$ cat src/rtl/window_fetch.sv
// ---------------------------------------------------------------------------
// window_fetch
// Producer side of the CNN ALU datapath. Loads the 3x3 filter taps (conv
// only) and then walks a window across the image in raster order. For each
// origin it reads the pixels the mode needs and packs them into I_out. The
// window is then held under a valid/ready handshake until the ALU accepts it.
//
// Ports
//   clk, rst          clock (rising edge), asynchronous active-high reset
//   start, mode       frame start pulse; mode 0=conv 1=relu 2=pool 3=relu
//   img_addr/img_rd   image memory read port, data on img_data one cycle later
//   fil_addr/fil_rd   filter memory read port, data on fil_data one cycle later
//   I_out             10 window lanes, lane k at I_out[k*N +: N]
//   F_out             9 filter taps, tap k at F_out[k*N +: N]
//   out_valid         window complete; accepted on out_valid && out_ready
//   busy              frame in progress
//   done              one-cycle pulse after the last window is accepted
// ---------------------------------------------------------------------------
module window_fetch #(
    parameter int unsigned N    = 8,
    parameter int unsigned M_AW = 10,
    parameter int unsigned F_AW = 4,
    parameter int unsigned FIL  = 3,
    parameter int unsigned IMG  = 28,
    parameter int unsigned IOUT = 10 * N,
    parameter int unsigned FOUT = 9 * N
) (
    input  logic            clk,
    input  logic            rst,
    input  logic            start,
    input  logic [1:0]      mode,
    output logic [M_AW-1:0] img_addr,
    output logic            img_rd,
    input  logic [N-1:0]    img_data,
    output logic [F_AW-1:0] fil_addr,
    output logic            fil_rd,
    input  logic [N-1:0]    fil_data,
    output logic [IOUT-1:0] I_out,
    output logic [FOUT-1:0] F_out,
    output logic            out_valid,
    input  logic            out_ready,
    output logic            busy,
    output logic            done
);

    localparam int unsigned CW    = $clog2(IMG);
    localparam int unsigned CNT_W = 4;
    localparam int unsigned TAPS  = FIL * FIL;

    // Last legal window origin per mode (pool steps by two)
    localparam logic [CW-1:0] LIM_CONV = CW'(IMG - FIL);
    localparam logic [CW-1:0] LIM_RELU = CW'(IMG - 1);
    localparam logic [CW-1:0] LIM_POOL = CW'(((IMG - 2) / 2) * 2);

    typedef enum logic [2:0] {
        S_IDLE,
        S_LOAD_F,
        S_FETCH,
        S_HOLD,
        S_DONE
    } state_e;

    typedef enum logic [1:0] {
        MODE_CONV = 2'd0,
        MODE_RELU = 2'd1,
        MODE_POOL = 2'd2
    } mode_e;

    state_e            state_q, state_d;
    mode_e             mode_q, mode_d;
    logic [CNT_W-1:0]  cnt_q, cnt_d;
    logic [CW-1:0]     r_q, r_d, c_q, c_d;
    logic [M_AW-1:0]   img_addr_q, img_addr_d;
    logic              img_rd_q, img_rd_d;
    logic [F_AW-1:0]   fil_addr_q, fil_addr_d;
    logic              fil_rd_q, fil_rd_d;
    logic [IOUT-1:0]   iout_q, iout_d;
    logic [FOUT-1:0]   fout_q, fout_d;
    logic              out_valid_q, out_valid_d;
    logic              busy_q, busy_d;
    logic              done_q, done_d;

    // Window stepping helpers
    logic [CW-1:0]     stride, lim, nr, nc;
    logic [CW:0]       c_sum;
    logic              last_win;
    logic [CNT_W-1:0]  len;

    // Reads per window
    function automatic logic [CNT_W-1:0] rd_len(input mode_e m);
        case (m)
            MODE_CONV: rd_len = CNT_W'(TAPS);
            MODE_POOL: rd_len = CNT_W'(4);
            default:   rd_len = CNT_W'(1);
        endcase
    endfunction

    // Destination lane of read idx; pool's fourth read lands on lane 9
    function automatic logic [CNT_W-1:0] rd_lane(input mode_e m, input logic [CNT_W-1:0] idx);
        case (m)
            MODE_CONV: rd_lane = idx;
            MODE_POOL: rd_lane = (idx == CNT_W'(3)) ? CNT_W'(9) : idx;
            default:   rd_lane = '0;
        endcase
    endfunction

    // Row offset of read idx within the window
    function automatic logic [CW-1:0] rd_di(input mode_e m, input logic [CNT_W-1:0] idx);
        case (m)
            MODE_CONV: rd_di = CW'(32'(idx) / FIL);
            MODE_POOL: rd_di = CW'(idx[1]);
            default:   rd_di = '0;
        endcase
    endfunction

    // Column offset of read idx within the window
    function automatic logic [CW-1:0] rd_dj(input mode_e m, input logic [CNT_W-1:0] idx);
        case (m)
            MODE_CONV: rd_dj = CW'(32'(idx) % FIL);
            MODE_POOL: rd_dj = CW'(idx[0]);
            default:   rd_dj = '0;
        endcase
    endfunction

    function automatic logic [M_AW-1:0] pix_addr(input logic [CW-1:0] r, c, di, dj);
        int unsigned row, col;
        row = 32'(r) + 32'(di);
        col = 32'(c) + 32'(dj);
        pix_addr = M_AW'(row * IMG + col);
    endfunction

    // Next origin in raster order and last-window detection
    always_comb begin
        stride   = (mode_q == MODE_POOL) ? CW'(2) : CW'(1);
        case (mode_q)
            MODE_CONV: lim = LIM_CONV;
            MODE_POOL: lim = LIM_POOL;
            default:   lim = LIM_RELU;
        endcase
        len      = rd_len(mode_q);
        last_win = (r_q == lim) && (c_q == lim);
        c_sum    = (CW+1)'(c_q) + (CW+1)'(stride);
        if (c_sum > (CW+1)'(lim)) begin
            nc = '0;
            nr = r_q + stride;
        end else begin
            nc = CW'(c_sum);
            nr = r_q;
        end
    end

    // State and output registers
    always_ff @(posedge clk or posedge rst) begin
        if (rst) begin
            state_q     <= S_IDLE;
            mode_q      <= MODE_CONV;
            cnt_q       <= '0;
            r_q         <= '0;
            c_q         <= '0;
            img_addr_q  <= '0;
            img_rd_q    <= 1'b0;
            fil_addr_q  <= '0;
            fil_rd_q    <= 1'b0;
            iout_q      <= '0;
            fout_q      <= '0;
            out_valid_q <= 1'b0;
            busy_q      <= 1'b0;
            done_q      <= 1'b0;
        end else begin
            state_q     <= state_d;
            mode_q      <= mode_d;
            cnt_q       <= cnt_d;
            r_q         <= r_d;
            c_q         <= c_d;
            img_addr_q  <= img_addr_d;
            img_rd_q    <= img_rd_d;
            fil_addr_q  <= fil_addr_d;
            fil_rd_q    <= fil_rd_d;
            iout_q      <= iout_d;
            fout_q      <= fout_d;
            out_valid_q <= out_valid_d;
            busy_q      <= busy_d;
            done_q      <= done_d;
        end
    end

    // Next-state and next-output logic
    always_comb begin
        state_d     = state_q;
        mode_d      = mode_q;
        cnt_d       = cnt_q;
        r_d         = r_q;
        c_d         = c_q;
        img_addr_d  = img_addr_q;
        img_rd_d    = 1'b0;
        fil_addr_d  = fil_addr_q;
        fil_rd_d    = 1'b0;
        iout_d      = iout_q;
        fout_d      = fout_q;
        out_valid_d = 1'b0;
        busy_d      = busy_q;
        done_d      = 1'b0;

        case (state_q)
            S_IDLE: begin
                if (start) begin
                    busy_d = 1'b1;
                    r_d    = '0;
                    c_d    = '0;
                    cnt_d  = '0;
                    mode_d = (mode == 2'd3) ? MODE_RELU : mode_e'(mode);
                    if (mode == 2'd0) begin
                        state_d    = S_LOAD_F;
                        fil_rd_d   = 1'b1;
                        fil_addr_d = '0;
                    end else begin
                        state_d    = S_FETCH;
                        img_rd_d   = 1'b1;
                        img_addr_d = pix_addr('0, '0, '0, '0);
                    end
                end
            end

            S_LOAD_F: begin
                // Tap read at cnt-1 arrives now
                if (cnt_q != '0) begin
                    fout_d[(32'(cnt_q) - 32'd1) * N +: N] = fil_data;
                end
                if (cnt_q == CNT_W'(TAPS)) begin
                    state_d    = S_FETCH;
                    cnt_d      = '0;
                    img_rd_d   = 1'b1;
                    img_addr_d = pix_addr(r_q, c_q, '0, '0);
                end else begin
                    cnt_d = cnt_q + CNT_W'(1);
                    if (32'(cnt_q) < TAPS - 1) begin
                        fil_rd_d   = 1'b1;
                        fil_addr_d = F_AW'(cnt_q + CNT_W'(1));
                    end
                end
            end

            S_FETCH: begin
                // Clear on entry so lanes the mode does not use read as zero
                if (cnt_q == '0) begin
                    iout_d = '0;
                end else begin
                    iout_d[32'(rd_lane(mode_q, cnt_q - CNT_W'(1))) * N +: N] = img_data;
                end
                if (cnt_q == len) begin
                    state_d     = S_HOLD;
                    cnt_d       = '0;
                    out_valid_d = 1'b1;
                end else begin
                    cnt_d = cnt_q + CNT_W'(1);
                    if ((cnt_q + CNT_W'(1)) < len) begin
                        img_rd_d   = 1'b1;
                        img_addr_d = pix_addr(r_q, c_q,
                                              rd_di(mode_q, cnt_q + CNT_W'(1)),
                                              rd_dj(mode_q, cnt_q + CNT_W'(1)));
                    end
                end
            end

            S_HOLD: begin
                out_valid_d = 1'b1;
                if (out_ready) begin
                    out_valid_d = 1'b0;
                    if (last_win) begin
                        state_d = S_DONE;
                        busy_d  = 1'b0;
                        done_d  = 1'b1;
                    end else begin
                        state_d    = S_FETCH;
                        r_d        = nr;
                        c_d        = nc;
                        cnt_d      = '0;
                        img_rd_d   = 1'b1;
                        img_addr_d = pix_addr(nr, nc, '0, '0);
                    end
                end
            end

            S_DONE: begin
                state_d = S_IDLE;
            end

            default: begin
                state_d = S_IDLE;
                busy_d  = 1'b0;
            end
        endcase
    end

    assign img_addr  = img_addr_q;
    assign img_rd    = img_rd_q;
    assign fil_addr  = fil_addr_q;
    assign fil_rd    = fil_rd_q;
    assign I_out     = iout_q;
    assign F_out     = fout_q;
    assign out_valid = out_valid_q;
    assign busy      = busy_q;
    assign done      = done_q;

endmodule
$ cat config.mk
export PLATFORM = sky130hd
export DESIGN_NAME = window_fetch
export DESIGN_NICKNAME = d
export VERILOG_FILES = /design/src/rtl/window_fetch.sv
export SDC_FILE = /design/constraint.sdc
export NUM_CORES = 1
export LEC_CHECK = 0
export CAP_MARGIN = 10
export CORE_UTILIZATION = 40
export DETAILED_ROUTE_END_ITERATION = 8
export GPL_TIMING_DRIVEN = 0
export PLACE_DENSITY = 0.73
export SETUP_SLACK_MARGIN = 0.02
export SLEW_MARGIN = 40
export SYNTH_ARGS = -nofsm -noshare
export SYNTH_HDL_FRONTEND = slang
export SYNTH_SLANG_ARGS = --single-unit
$ cat constraint.sdc
create_clock -name clk -period 6.5 [get_ports clk]
set_input_delay 0.65 -clock clk [delete_from_list [all_inputs] [get_ports clk]]
set_output_delay 0.65 -clock clk [all_outputs]
set_load 0.05 [all_outputs]
Word level (Yosys, flattened, before mapping)

Cells that the tools add are included.

Add/sub/neg operators: 12
$mul: 3
Divide/modulo/power cells: 2
Magnitude comparators: 3
Equality and inequality tests: 23
Shift-type cells: 4
Multiplexer cells: 77
Bitwise gates (word level): 1
Reductions and logical operators: 18

Operator list:

| kind                    | count |
|---|---|
| $bwmux 80               | 1 |
| $mux 80                 | 1 |
| $shift 8x34->80 const A | 1 |
| $shiftx 8x34->80        | 1 |
| $bwmux 72               | 1 |
| $shift 8x34->72 const A | 1 |
| $shiftx 8x34->72        | 1 |
| $mux 10                 | 7 |
| $mux 5                  | 13 |
| $mux 4                  | 12 |
| $pmux 10 s4             | 1 |
| $pmux 5 s2              | 4 |
| $neg 32->34             | 1 |
| $neg 7->34              | 1 |
| $div 4x2->32 const B    | 1 |
| $mod 4x2->32 const B    | 1 |
| $ne 2x2->1 const B      | 12 |
| $pmux 4 s2              | 3 |
| $add 10x5->10           | 2 |
| $mux 1                  | 19 |
| $mul 5x3->8 const B     | 2 |
| $pmux 4 s4              | 1 |
| $reduce_and 4->1        | 4 |
| $mux 3                  | 5 |
| other kinds (36)        | 47 |

Register bits after elaboration: 190
Logic and storage cells: 157

Longest topological paths before layout

Depth after elaboration: 12
Depth in mapped cells: 31
Gate-level depth less buffers: 30

Worst setup path after synthesis

Ideal clock, no wire load.

Path kind: reg2reg
Start point: reg cnt_q[3]
End point: reg img_addr_q[9], in the netlist img_addr[9]
Arrival time: 7.074 ns
Data required time: 6.375 ns
Setup slack: -0.699 ns
Stages on the path, launching flop included: 32
Path buffers: 1
Clock period less this slack: 7.199 ns
Cell sequence: dfrtp_1 -> clkbuf_1 -> inv_1 -> xnor2_1 -> inv_1 -> nor2_1 -> ha_1 -> ha_1 -> a21o_1 -> nor2_1 -> xnor2_1 -> ha_1 -> inv_1 -> o2111ai_1 -> and2_1 -> a21o_1 -> ha_1 -> fa_1 -> xor2_1 -> fa_1 -> ha_1 -> inv_1 -> fa_1 -> inv_1 -> ha_1 -> o21ai_0 -> a21oi_1 -> o21bai_1 -> nor3_1 -> xor3_1 -> a221o_1 -> mux2_2

Longest elaborated chain between the ends: 12
Elaborated cells on any way between the ends: 25

RTL lines:

| what                   | RTL line      | RTL |
|---|---|---|
| from (decl)            | 71            | `logic [CNT_W-1:0] cnt_q, cnt_d;` |
| from (signal assigned) | 172           | `cnt_q <= cnt_d;` |
| $add 4x1->4            | 256, 259, 260 |  |
| $div 4x2->32           | 110           | `MODE_CONV: rd_di = CW'(32'(idx) / FIL);` |
| $pmux 5 s2             | 109           | `case (m)` |
| $mux 5                 | 256           | `if ((cnt_q + CNT_W'(1)) < len) begin` |
| $mux 5                 | 250           | `if (cnt_q == len) begin` |
| $mux 5                 | 204           | `case (state_q)` |
| $add 5x5->6            | 127           | `row = 32'(r) + 32'(di);` |
| $mul 6x3->8            | 129           | `pix_addr = M_AW'(row * IMG + col);` |
| $add 10x6->10          | 129           |  |
| $mux 10                | 256           |  |
| $mux 10                | 250           |  |
| $pmux 10 s4            | 204           |  |
| to (signal assigned)   | 175           | `img_addr_q <= img_addr_d;` |
| to (decl)              | 73            | `logic [M_AW-1:0] img_addr_q, img_addr_d;` |

Parallel ways exist; a longest one is shown, timed or not. The select of a mux whose other input is x is not followed.
A chain may end at the register's enable or synchronous reset.

Final worst setup path

Start point: reg cnt_q[0]
End point: reg img_addr_q[9], in the netlist img_addr[9]

The elaborated chain is that of the path after synthesis.

==> metrics.txt <==
TritonCTS Buffers 17; CP top delay family adder cells; TritonCTS clock tree built; Leak 6.61 nW; Starting Density 40.6%; placed cells 1559; FF+latch count, synth 190; DRC viols 0; most frequent CP cell ha_4; DRT iter0 DRCs 836; drt pass-1 iters 6; Flop pwr share 21.6%; Post-DP Area 13400 sq um; GR peak layer met2; VDD IR max 0.000350 V; Post-Layout Cell Count 1630; final hold slack 0.481 ns; Max Clock Freq 158 MHz; commonest non-fill, non-tap cell in the layout clkdlybuf4s50_1; Sw Share 48.6%; Tcrit/Tclk final 97.5%; Area growth syn-to-layout 33.2%; Post-synth ARST share 100%; crit end category flip-flop; row cnt 60; outcome complete, no violations; fin. max-slew vios 0; Post-synth EDFFs 0; max_cap viols 0; Slew HR 48.9%; first-pass GRT wire length 50900 microns; final worst clock skew 0.0138 ns; core region area 26900 sq um; Final Cell Area 14500 sq um; clock slew at reported path FFs 0.08 ns; largest stage delay on the critical path 0.51 ns; Final min period 6.33 ns; critical path's slowest cell fa_1; Routed Antenna Nets 0; CTS hold repair buffers 0; final hold vios 0; Synth Instances 1024; Crit path required time 6.83 ns; DIE WIDTH 167 microns; met3 Usage GRT 4.04%; I/O pin total 193; M2 GR Usage 38.5%; Routed WL per cell 19.4 microns; Vias 9233; buffers added on ports 192; worst path bufs/invs 6; Via density 5.66; Clk pwr share 15.6%; pwr dens 467 nW/um^2; H-tree levels 4; WP data arrival 6.66 ns; die area 28000 sq um; Hold Path Class flip-flop to flip-flop; syn avg cell area 10.7 sq um; largest net degree at the start of global routing 77; clock latency on the worst-skew pair 0.44 ns; Synth Warn # 0; RSZ-0062 raised after global routing yes; worst slew pin tran 0.764 ns; syn_nets 1138; GRT Util Overall 22.9%; most frequent cells in the layout 192 x clkdlybuf4s50_1, 186 x dfrtp_1, 88 x nor2_1; Clock Tree Buf Depth 2; type of the worst setup path flip-flop to flip-flop; total grt overflow 0; drt total wl 31600 microns; Post-synth top flop dfrtp_1; Comb power frac 62.8%; internal power 3.49 mW; number of global-route vias before repair 9218; met1 Use GR 30.2%; initial antenna violation count 0; Worst Path Max Fanout 4; DPL Wire Length 23000 microns; setup TNS 0 ns; Clock Sinks 190; Final setup viols 0; Psw 3.30 mW; share of cells above drive strength 1 16.0%; Post-layout nets 1389; Die Ht 167 microns; mapped cell area 10900 sq um; CTS root buf clkbuf_16; Seq/Total Area, Yosys 43.6%; routability cong. 0.858; startpoint types flip-flop; library cells used by synthesis 67
[flip-flops by register name, summed over array words and instances, names as in the netlist, 2 cells and up]
name	cells
fil_addr	4
mode_q	2
c_q	5
F_out	72
img_addr	10
r_q	5
state_q	3
I_out	80
cnt_q	4
[final timing paths]
kind | endpoint | depth (start not counted) | from | slack (ns)
min in group asynchronous | F_out[13] | 2 | rst | 0.64
worst min register to register | fil_addr[0] | 2 | fil_addr[0] | 0.48
worst max-delay path | img_addr[9] | 30 | cnt_q[0] | 0.17
worst max register to register | img_addr[9] | 30 | cnt_q[0] | 0.17
max in group asynchronous | out_valid | 3 | rst | 5.13
worst min-delay path | fil_addr[0] | 2 | fil_addr[0] | 0.48
[power by group through the flow]
stage / Sequential [mW] / Clock [mW] / Combinational, mW
after floorplan: 1.89 / 0 / 2.24
after global placement: 1.48 / 0 / 3.58
after detailed placement: 1.48 / 0 / 3.70
after CTS: 1.47 / 1.07 / 3.99
after global routing: 1.49 / 1.12 / 4.64
final: 1.47 / 1.06 / 4.26
[Yosys cell counts (8+ instances only)]
library cell	count	area, sq um
nor2_1	90	338
inv_1	58	218
a21oi_1	33	165
nand3_1	15	75.1
nor2b_1	9	56.3
nand2b_1	8	50.1
o21ai_0	38	190
o31ai_1	8	60.1
xor2_1	14	123
a32o_1	18	180
clkbuf_1	28	105
fa_1	24	480
dfrtp_1	190	4750
or3_1	11	68.8
mux2_2	69	777
a211oi_1	9	67.6
xnor2_1	29	254
and2_1	15	93.8
a21o_1	13	97.6
nor3_1	10	50.1
ha_1	68	851
a22o_1	71	622
nand2_1	84	315
[routing by layer]
metal / share of wire [%] / wire length [microns]
met1: 43 / 13600
met2: 48 / 15300
met3: 6.6 / 2100
met4: 2.1 / 656
met5: 0 / 0
[what timing repair did]
action | in CTS | in global routing
pin swaps | 17 | 22
gates resized for setup | 24 | 22
setup buffers | 26 | 13
setup endpoints to repair | 5 | 3
gates cloned | 0 | 0
[worst reg2reg max path: cells and delay by family (launching register included)]
kind                     cells  cell delay, ns
buffers and inverters        6            0.51
multiplexers                 1            0.26
AND/OR/NAND/NOR              3            0.53
adder cells (fa/ha/maj)     10            2.86
XOR/XNOR                     3            0.49
flip-flops                   1            0.44
AO/OA/AOI/OAI                7            1.12
[cell families (layout without fill, tap and decap cells)]
kind of cell	after synthesis	count (layout)	synth area share (%)
xor gates and xnor gates	45	45	3.82
other	0	1	0
AOI/OAI and AO/OA	252	252	17.3
muxes	73	73	7.49
buffers and inverters	94	358	3.28
and+or+nand+nor	278	278	12.4
adders and majority gates	92	92	12.2
DFF	190	190	43.6
[through the flow]
stage / power (mW) / setup WS [ns] / utilization (%)
after floorplan: 4.13 / 0.0300 / -
after global placement: 5.07 / -1.87 / 49.7
after detailed placement: 5.18 / -0.691 / 50.0
after CTS: 6.53 / 0.0253 / 53.3
after global routing: 7.24 / -0.0520 / 54.1
final: 6.79 / 0.166 / 54.1
[layout make-up]
cell class	count	area, sq um
flip-flops and latches	190	4760
clock buffers	18	429
multi-input cells	740	6070
diodes	1	2.50
fillers	2304	12300
clock inverters	14	166
plain buffers	34	163
well taps	341	427
inverters	59	243
repair buffers	233	2270
No activity file was read; power rests on OpenSTA's default activity.
==> variant (config.mk and constraints unchanged) <==
Reset style: synchronous (`rst`), changed in one clocked block. Comments in the files are not updated.
--- a/src/rtl/window_fetch.sv
+++ b/src/rtl/window_fetch.sv
@@ -150,7 +150,7 @@
     end
 
     // State and output registers
-    always_ff @(posedge clk or posedge rst) begin
+    always_ff @(posedge clk) begin
         if (rst) begin
             state_q     <= S_IDLE;
             mode_q      <= MODE_CONV;
Function: differs if rst is asserted again (counterexample within 4 cycles, from zero or initial values and one cycle with rst high); with rst held inactive, the same outputs for 4 cycles.
==> variant against the unedited design <==
  * The flow now finishes with violations (design-rule violations, negative setup slack)
  * Critical path depth is 2 higher
  * Sequential cell count stayed put
  * Area after synthesis is 0.75% lower
  * Routed wire length is 6.0% higher
  * Cell area is 2.0% lower
  * Worst setup slack worse by 350 ps
  * Highest routed layer unchanged
Power is not compared: it rests on default switching activity, and its combinational part moved more than twofold at a synthesized area within 25%.
==> variant: results (changes against the unedited design) <==
PortBufs: 183 (was 192)
Biggest cell delay along the critical path: 550 ps (was 510 ps)
Diodes inserted: 0 (was 1)
Syn_nets: 1337 (was 1138)
Largest cells by area after synthesis: dfxtp_1 (35%), ha_1 (7.9%), fa_1 (4.6%), a22o_1 (3.6%), nand3b_1 (3.5%) (was dfrtp_1 (44%), ha_1 (7.8%), mux2_2 (7.1%), a22o_1 (5.7%), fa_1 (4.4%))
Setup violations, final: 4 (was 0)
GRT Util Overall: 0.241 (was 0.229)
CP max-delay cell: fa_2 (was fa_1)
Failing checks: design-rule violations, negative setup slack
Sequential area share after synthesis: 0.351 (was 0.436)
Remaining DRCs: 17 (was 0)
Routed len/inst: 18.7 um (was 19.4 um)
Compound-Gate Fraction of Synth Area: 0.203 (was 0.173)
Synth unique cells: 80 (was 67)
Commonest cells post-synth: dfxtp_1 (190), nor2_1 (91), nand2_1 (85), a21oi_1 (69), ha_1 (68) (was dfrtp_1 (190), nor2_1 (90), nand2_1 (84), a22o_1 (71), mux2_2 (69))
Fin cells: 1797 (was 1630)
Setup TNS: -588 ps (was 0 ps)
Hold path startpoint: I_out[39] (was fil_addr[0])
Via count: 10328 (was 9233)
Outcome: finished with violations (was finished clean)
Hpwl dp: 25100 um (was 23000 um)
Cells after DPL: 1740 (was 1559)
First-pass GRT wire length: 53300 um (was 50900 um)
Measured slew at the worst slew-check pin: 806 ps (was 764 ps)
Fraction of layout cells with a size suffix above 1: 0.107 (was 0.160)
GPL Wtd Cong: 0.933 (was 0.858)
R2r worst-path depth: 32 (was 30)
Post-Syn Instances: 1222 (was 1024)
Drt pass-1 iters: 9 (was 6)
Worst clock skew: 18.5 ps (was 13.8 ps)
Final WS setup: -186 ps (was 166 ps)
Vias in the first global route: 9590 (was 9218)
Reg2reg end: img_addr[9] (unchanged)
Hold Crit Endpoint: I_out[39] (was fil_addr[0])
## variant: changes by cell type after synthesis, sizes merged, moves of 13 or more
cell,delta
nand3,+52
nand3b,+46
o31ai,+27
mux2i,+25
dfrtp,-190
nand2b,+26
a21oi,+35
a32o,-15
a22o,-26
a22oi,+13
clkbuf,+23
dfxtp,+190
buf,+15
mux2,-67
## variant: repair_timing
item	CTS	global route
buffers inserted	16	10
endpoints found under the hold margin	0	0
endpoints found under the setup margin	6	6
hold buffers	0	0
pin swaps	22	26
cloned	0	0
resized for setup	22	17
## variant: per-layer routing
layer / GRT usage / vias to the layer above / routed length (um) / part of all wire
met4: 0.0809 / 0 / 768 / 0.023
met5: 0 / - / 0 / 0
met1: 0.328 / 4951 / 15000 / 0.45
met3: 0.0354 / 51 / 2300 / 0.069
li1: - / 4896 / - / -
met2: 0.390 / 430 / 15500 / 0.46
## variant: power by group through the flow
stage	clock network, mW	logic (mW)	registers, mW
floorplan	0	1.11	1.38
global placement	0	1.66	1.27
detailed placement	0	1.69	1.27
CTS	1.12	1.77	1.25
global route	1.17	2.00	1.26
finish	1.11	1.85	1.25
## variant: layout make-up
type / count / area (sq um)
inverter: 55 / 224
buffer: 72 / 367
fill: 2369 / 12000
sequential: 190 / 3810
tap: 335 / 419
multi-input combinational: 904 / 6760
timing repair buffer: 209 / 2040
clock inverter: 14 / 181
clock buffer: 18 / 439
## variant: worst min-delay path, delay by kind of cell (launching register included)
| family | cells | cell delay (ps) |
|---|---|---|
| DFF | 1 | 310 |
| AOI/OAI and AO/OA | 1 | 50 |
| and+or+nand+nor | 1 | 50 |
## variant: stage by stage
stage	hold slack (ps)	cell area [sq um]
final	456	14200
after global routing	482	14200
after CTS	457	14100
after detailed placement	447	13300
after global placement	442	13200
after floorplan	503	11000
